`config.mk`:
```
export PLATFORM = sky130hd
export DESIGN_NAME = spike_synapse_integrator
export DESIGN_NICKNAME = d
export VERILOG_FILES = /design/src/rtl/snn_pkg.sv /design/src/rtl/spike_event_fifo.sv /design/src/rtl/spike_synapse_integrator.sv
export SDC_FILE = /design/constraint.sdc
export NUM_CORES = 1
export LEC_CHECK = 0
export CAP_MARGIN = 20
export CORE_MARGIN = 2
export CORE_UTILIZATION = 45
export CTS_BUF_LIST = sky130_fd_sc_hd__clkbuf_2
export DETAILED_ROUTE_END_ITERATION = 8
export GPL_ROUTABILITY_DRIVEN = 0
export PLACE_DENSITY_LB_ADDON = 0.1
export REMOVE_ABC_BUFFERS = 1
export SLEW_MARGIN = 30
export SYNTH_ARGS = -nofsm -noshare
export SYNTH_HDL_FRONTEND = slang
export SYNTH_SLANG_ARGS = --single-unit
```
`constraint.sdc`:
```
create_clock -name clk -period 9.04 [get_ports clk]
set_input_delay 2.26 -clock clk [delete_from_list [all_inputs] [get_ports clk]]
set_output_delay 2.26 -clock clk [all_outputs]
set_load 0.01 [all_outputs]
```
`src/rtl/snn_pkg.sv`:
```
// Shared types and helpers for the spiking-neuron datapath.
// Current width, Q0.16 fraction width, integrator FSM states, saturating add.
package snn_pkg;

   localparam int CURRENT_W = 16;
   localparam int FRAC_W    = 16;

   typedef enum logic {
      ACCUM = 1'b0,
      DECAY = 1'b1
   } state_t;

   // Unsigned add that clamps to all-ones instead of wrapping
   function automatic logic [CURRENT_W-1:0] sat_add(
      input logic [CURRENT_W-1:0] a,
      input logic [CURRENT_W-1:0] b
   );
      logic [CURRENT_W:0] s;
      s = {1'b0, a} + {1'b0, b};
      return s[CURRENT_W] ? {CURRENT_W{1'b1}} : s[CURRENT_W-1:0];
   endfunction

endpackage

```
`src/rtl/spike_event_fifo.sv`:
```
// Event buffer for presynaptic spike addresses.
// Ports: i_push/i_data in, i_pop/o_data out, o_full/o_empty status.
module spike_event_fifo
   import snn_pkg::*;
#(
   parameter int ADDR_W     = 4,
   parameter int FIFO_DEPTH = 4
) (
   input  logic              clk,
   input  logic              reset,
   input  logic              i_push,
   input  logic [ADDR_W-1:0] i_data,
   input  logic              i_pop,
   output logic [ADDR_W-1:0] o_data,
   output logic              o_full,
   output logic              o_empty
);

   localparam int PW = $clog2(FIFO_DEPTH);

   logic [ADDR_W-1:0] r_mem [FIFO_DEPTH];
   logic [PW:0]       r_wr_ptr;
   logic [PW:0]       r_rd_ptr;
   logic              w_do_push;
   logic              w_do_pop;

   // Extra MSB on each pointer tells full apart from empty
   assign o_empty = (r_wr_ptr == r_rd_ptr);
   assign o_full  = (r_wr_ptr[PW] != r_rd_ptr[PW]) &&
                    (r_wr_ptr[PW-1:0] == r_rd_ptr[PW-1:0]);

   assign w_do_push = i_push && !o_full;
   assign w_do_pop  = i_pop && !o_empty;
   assign o_data    = r_mem[r_rd_ptr[PW-1:0]];

   always_ff @(posedge clk) begin
      if (reset) begin
         r_wr_ptr <= '0;
         r_rd_ptr <= '0;
      end else begin
         if (w_do_push) r_wr_ptr <= r_wr_ptr + 1'b1;
         if (w_do_pop)  r_rd_ptr <= r_rd_ptr + 1'b1;
      end
   end

   always_ff @(posedge clk) begin
      if (w_do_push) r_mem[r_wr_ptr[PW-1:0]] <= i_data;
   end

endmodule

```
`src/rtl/spike_synapse_integrator.sv`:
```
// Buffers spike addresses, accumulates their weights, leaks and publishes per tick.
// Ports: spike handshake, weight-table write, timestep/decay_factor, current out.
module spike_synapse_integrator
   import snn_pkg::*;
#(
   parameter int ADDR_W     = 4,
   parameter int FIFO_DEPTH = 4
) (
   input  logic                 clk,
   input  logic                 reset,
   input  logic                 spike_valid,
   output logic                 spike_ready,
   input  logic [ADDR_W-1:0]    spike_addr,
   input  logic                 wt_wr_en,
   input  logic [ADDR_W-1:0]    wt_wr_addr,
   input  logic [CURRENT_W-1:0] wt_wr_data,
   input  logic                 timestep,
   input  logic [FRAC_W-1:0]    decay_factor,
   output logic [CURRENT_W-1:0] input_current,
   output logic                 current_valid,
   output logic                 overrun
);

   localparam int NWT = 2 ** ADDR_W;

   logic [CURRENT_W-1:0] r_wt [NWT];
   logic [CURRENT_W-1:0] r_wt_q;
   logic                 r_wt_vld;
   logic [CURRENT_W-1:0] r_acc;
   logic                 r_pending;
   logic [CURRENT_W-1:0] r_cur;
   logic                 r_cur_vld;
   logic                 r_overrun;
   state_t               r_state;
   state_t               w_state_nxt;

   logic                 w_push;
   logic                 w_pop;
   logic                 w_full;
   logic                 w_empty;
   logic [ADDR_W-1:0]    w_head;
   logic                 w_decay_en;
   logic [CURRENT_W-1:0] w_leak;
   logic [CURRENT_W-1:0] w_acc_n;

   assign spike_ready   = !w_full && !r_pending;
   assign w_push        = spike_valid && spike_ready;
   assign w_pop         = !w_empty;
   assign input_current = r_cur;
   assign current_valid = r_cur_vld;
   assign overrun       = r_overrun;

   spike_event_fifo #(
      .ADDR_W     (ADDR_W),
      .FIFO_DEPTH (FIFO_DEPTH)
   ) u_fifo (
      .clk     (clk),
      .reset   (reset),
      .i_push  (w_push),
      .i_data  (spike_addr),
      .i_pop   (w_pop),
      .o_data  (w_head),
      .o_full  (w_full),
      .o_empty (w_empty)
   );

   // Leak term: upper half of the 32-bit acc * Q0.16 product
   assign w_leak = CURRENT_W'(
      ({16'b0, r_acc} * {16'b0, decay_factor}) >> FRAC_W);
   assign w_acc_n = r_acc - w_leak;

   always_ff @(posedge clk) begin
      if (reset) begin
         for (int i = 0; i < NWT; i++) r_wt[i] <= '0;
      end else if (wt_wr_en) begin
         r_wt[wt_wr_addr] <= wt_wr_data;
      end
   end

   // Stage 1: pop head, read old table contents (write lands same edge)
   always_ff @(posedge clk) begin
      if (reset) begin
         r_wt_q   <= '0;
         r_wt_vld <= 1'b0;
      end else begin
         r_wt_q   <= r_wt[w_head];
         r_wt_vld <= w_pop;
      end
   end

   // Stage 2: accumulate; r_wt_vld is always clear while in DECAY
   always_ff @(posedge clk) begin
      if (reset) begin
         r_acc <= '0;
      end else if (w_decay_en) begin
         r_acc <= w_acc_n;
      end else if (r_wt_vld) begin
         r_acc <= sat_add(r_acc, r_wt_q);
      end
   end

   always_ff @(posedge clk) begin
      if (reset) begin
         r_pending <= 1'b0;
         r_overrun <= 1'b0;
      end else begin
         if (w_decay_en)    r_pending <= 1'b0;
         else if (timestep) r_pending <= 1'b1;
         if (timestep && r_pending) r_overrun <= 1'b1;
      end
   end

   always_ff @(posedge clk) begin
      if (reset) begin
         r_cur     <= '0;
         r_cur_vld <= 1'b0;
      end else begin
         r_cur_vld <= w_decay_en;
         if (w_decay_en) r_cur <= w_acc_n;
      end
   end

   always_ff @(posedge clk) begin
      if (reset) r_state <= ACCUM;
      else       r_state <= w_state_nxt;
   end

   // Enter DECAY once the edge leaves the pipe drained: an empty FIFO
   // with no push means no pop, so stage 2 is idle in DECAY too.
   always_comb begin
      w_state_nxt = r_state;
      unique case (r_state)
         ACCUM: begin
            if ((r_pending || timestep) && w_empty && !w_push)
               w_state_nxt = DECAY;
         end
         DECAY: w_state_nxt = ACCUM;
         default: w_state_nxt = ACCUM;
      endcase
   end

   always_comb begin
      w_decay_en = 1'b0;
      unique case (r_state)
         ACCUM:   w_decay_en = 1'b0;
         DECAY:   w_decay_en = 1'b1;
         default: w_decay_en = 1'b0;
      endcase
   end

endmodule

```
==> results.json, run 1 <==
{
  "via_count": 15190,
  "maxCapViolCount": 0,
  "worstSetupPathType": "in -> reg",
  "whs_path_depth": 2,
  "skew_ps": 72.12,
  "crit_path_frequent_cell": "fa_1",
  "yosysWarnings": 0,
  "grt_overflow": 0,
  "slowest_delay_ps": 540,
  "syn-instance-count": 2031,
  "final-max-slew-violation-count": 0,
  "fin_nets": 2581,
  "h-tree-depth": 3,
  "hold-worst-slack_ps": 484.8,
  "ctsHoldBuffers": 0,
  "io-pin-count": 64,
  "antenna_left": 0,
  "worstSetupEndpointType": "flip-flop",
  "hold_class": "reg -> reg",
  "dp_cells": 2797,
  "syn_to_final_growth_pct": 12.28,
  "grt_pass1_vias": 16620,
  "hold_violations": 0,
  "via_per_inst": 5.150,
  "cts_buffer_depth": 3,
  "portBuffers": 63,
  "cp.required_ps": 9860,
  "max_slew.worst_pin.slew_ps": 829.7,
  "max_freq_mhz": 113.8,
  "slew_headroom": 0.4461,
  "ys_seq_elements": 333,
  "clock-sinks": 333,
  "path_clk_slew_ps": 90,
  "wirelength_um": 56760,
  "die_h_um": 232.8,
  "status": "finished clean",
  "r2r_slack_ps": 1360,
  "die_x_um": 232.8,
  "cts_root_buf": "clkbuf_2",
  "synth_edf_count": 272,
  "core-area_mm2": 0.05151,
  "track_usage": 0.2201,
  "dp_hpwl_um": 40660,
  "floorplan.initialDensity": 0.4574,
  "routedWlPerCell_um": 19.25,
  "cpMaxStageDelayCell": "fa_1",
  "worstHoldStart": "input_current[11]",
  "antenna_found_initial": 2,
  "arrival_ps": 9600,
  "ys_async_sr_fraction": 0,
  "dr.pass1.iters": 4,
  "final_cell_mix": "and2_1 (372), edfxtp_1 (272), inv_1 (245)",
  "r2r_cells": 31,
  "syn-cell-area_mm2": 0.02356,
  "n_fill_cell": 4718,
  "grt_pass1_wl_um": 90890,
  "finalNonFillerCells": 2949,
  "tns_ps": 0,
  "clock_latency_ps": 920,
  "final_common_cell": "and2_1",
  "syn_avg_cell_area_um2": 11.60,
  "fin_crit_ps": 8784,
  "num_rows": 83,
  "final_core_util": 0.5136,
  "numCtsBuffers": 84,
  "whs_endpoint": "input_current[11]",
  "synth_cell_types": 61,
  "worst_r2r_startpoint": "r_acc[4]",
  "ys.flop_type": "edfxtp_1",
  "dieArea_mm2": 0.05420,
  "cp_max_fo": 9,
  "start_kind": "primary input",
  "drt_iter0_markers": 775,
  "cts_tree": "built",
  "layout-drive-gt1-share": 0.1681,
  "finalSetupViolCount": 0,
  "grt_max_degree": 65,
  "drc": 0,
  "period_share": 0.9717,
  "rr_endpoint": "r_acc[15]",
  "yosysSeqAreaShare": 0.3985
}
-- critical path: cells and delay by family --
family / cells / cell delay, ps
buf+inv: 6 / 950
fa+ha+maj: 8 / 3560
xor+xnor: 3 / 340
simple gates: 7 / 930
compound gates: 8 / 1550
-- cell type report --
cell class | instances | area, um^2 | area share
inverter | 245 | 919.6 | 0.03476
clock buffer | 131 | 655.6 | 0.02478
timing repair buffer | 191 | 1613 | 0.06097
tap | 680 | 850.8 | 0.03216
sequential | 333 | 9389 | 0.3549
antenna | 3 | 7.507 | 0.0002838
clock inverter | 17 | 127.6 | 0.004824
multi-input combinational | 1349 | 12890 | 0.4873
-- logic make-up after synthesis --
group,share of synthesized area
compound gates,0.05237
fa+ha+maj,0.2385
simple gates,0.1600
buf+inv,0.05837
flops,0.3985
xor+xnor,0.01859
mux,0.07366
-- stage by stage --
| step | area (um^2) | setup slack, ps |
|---|---|---|
| 4_1_cts | 26330 | 31.88 |
| 2_1_floorplan | 23100 | 4.272 |
| 6_report | 26450 | 255.6 |
| 3_3_place_gp | 25540 | -933.0 |
| 3_5_place_dp | 25550 | -1070 |
| 5_1_grt | 26450 | -55.87 |
-- worst max path at each step --
| stage | cells after the start | startpoint | end | slack [ps] |
|---|---|---|---|---|
| finish | 32 | decay_factor[1] | r_acc[15] | 260 |
| floorplan | 27 | decay_factor[4] | r_acc[15] | 4 |
| CTS | 32 | decay_factor[4] | r_acc[15] | 30 |
| global route | 32 | decay_factor[2] | r_acc[15] | -60 |
| global placement | 32 | decay_factor[6] | r_acc[15] | -930 |
| detailed placement | 33 | decay_factor[5] | r_acc[15] | -1070 |
-- synthesized netlist by cell type (5+ instances only) --
| cell type | count | area, um^2 |
|---|---|---|
| mux2i_1 | 20 | 200.2 |
| a21o_1 | 20 | 150.1 |
| o21ai_1 | 9 | 45.04 |
| a21oi_1 | 57 | 285.3 |
| o21a_1 | 10 | 75.07 |
| buf_2 | 7 | 35.03 |
| ha_1 | 137 | 1714 |
| nor3_1 | 13 | 65.06 |
| nor2b_1 | 25 | 156.4 |
| clkbuf_1 | 88 | 330.3 |
| xnor2_1 | 32 | 280.3 |
| nand2_1 | 166 | 623.1 |
| inv_1 | 245 | 919.6 |
| o21ai_0 | 16 | 80.08 |
| a211oi_1 | 36 | 270.3 |
| xor2_1 | 18 | 157.7 |
| and3_1 | 6 | 37.54 |
| mux4_2 | 67 | 1509 |
| edfxtp_1 | 272 | 8168 |
| nor2_1 | 59 | 221.5 |
| fa_1 | 195 | 3904 |
| dfxtp_1 | 61 | 1221 |
| buf_6 | 5 | 56.30 |
| nand3_1 | 7 | 35.03 |
| nand2b_1 | 19 | 118.9 |
| and2_1 | 372 | 2327 |
| or2_2 | 18 | 112.6 |
-- flip-flops by register name, summed over array words and instances (netlist names), named ones only --
signal           count
u_fifo.r_wr_ptr      3
r_state              1
r_wt_q              16
u_fifo.r_rd_ptr      3
r_wt               256
current_valid        1
u_fifo.r_mem        16
r_wt_vld             1
overrun              1
r_acc               16
input_current       16
r_pending            1
-- metal layers --
metal  track usage  vias to the layer above  part of all wire
met5             0                        -                 0
met1        0.2780                     7670              0.43
li1              -                     7169                 -
met4       0.05772                        0             0.015
met3       0.02451                       67             0.032
met2        0.4000                      280              0.52
-- repair_timing --
action / CTS / global route
pin swaps: 0 / 14
cloned: 0 / 0
setup endpoints to repair: 2 / 16
setup buffers: 0 / 1
resized for setup: 4 / 27
Power of run 1 is left out: the tool's default activity adds up to more than one toggle a clock period on the data nets, which glitch-free logic cannot reach.
==> run 2, diff against run 1 <==
--- a/config.mk
+++ b/config.mk
@@ -9,8 +9,8 @@
 export CORE_MARGIN = 2
 export CORE_UTILIZATION = 45
 export CTS_BUF_LIST = sky130_fd_sc_hd__clkbuf_2
+export CTS_CLUSTER_SIZE = 16
 export DETAILED_ROUTE_END_ITERATION = 8
-export GPL_ROUTABILITY_DRIVEN = 0
 export PLACE_DENSITY_LB_ADDON = 0.1
 export REMOVE_ABC_BUFFERS = 1
 export SLEW_MARGIN = 30
==> results of run 2 <==
The final DEF is identical to that of run 1; final timing and power are the same.
Power of run 2 is left out for the same reason.
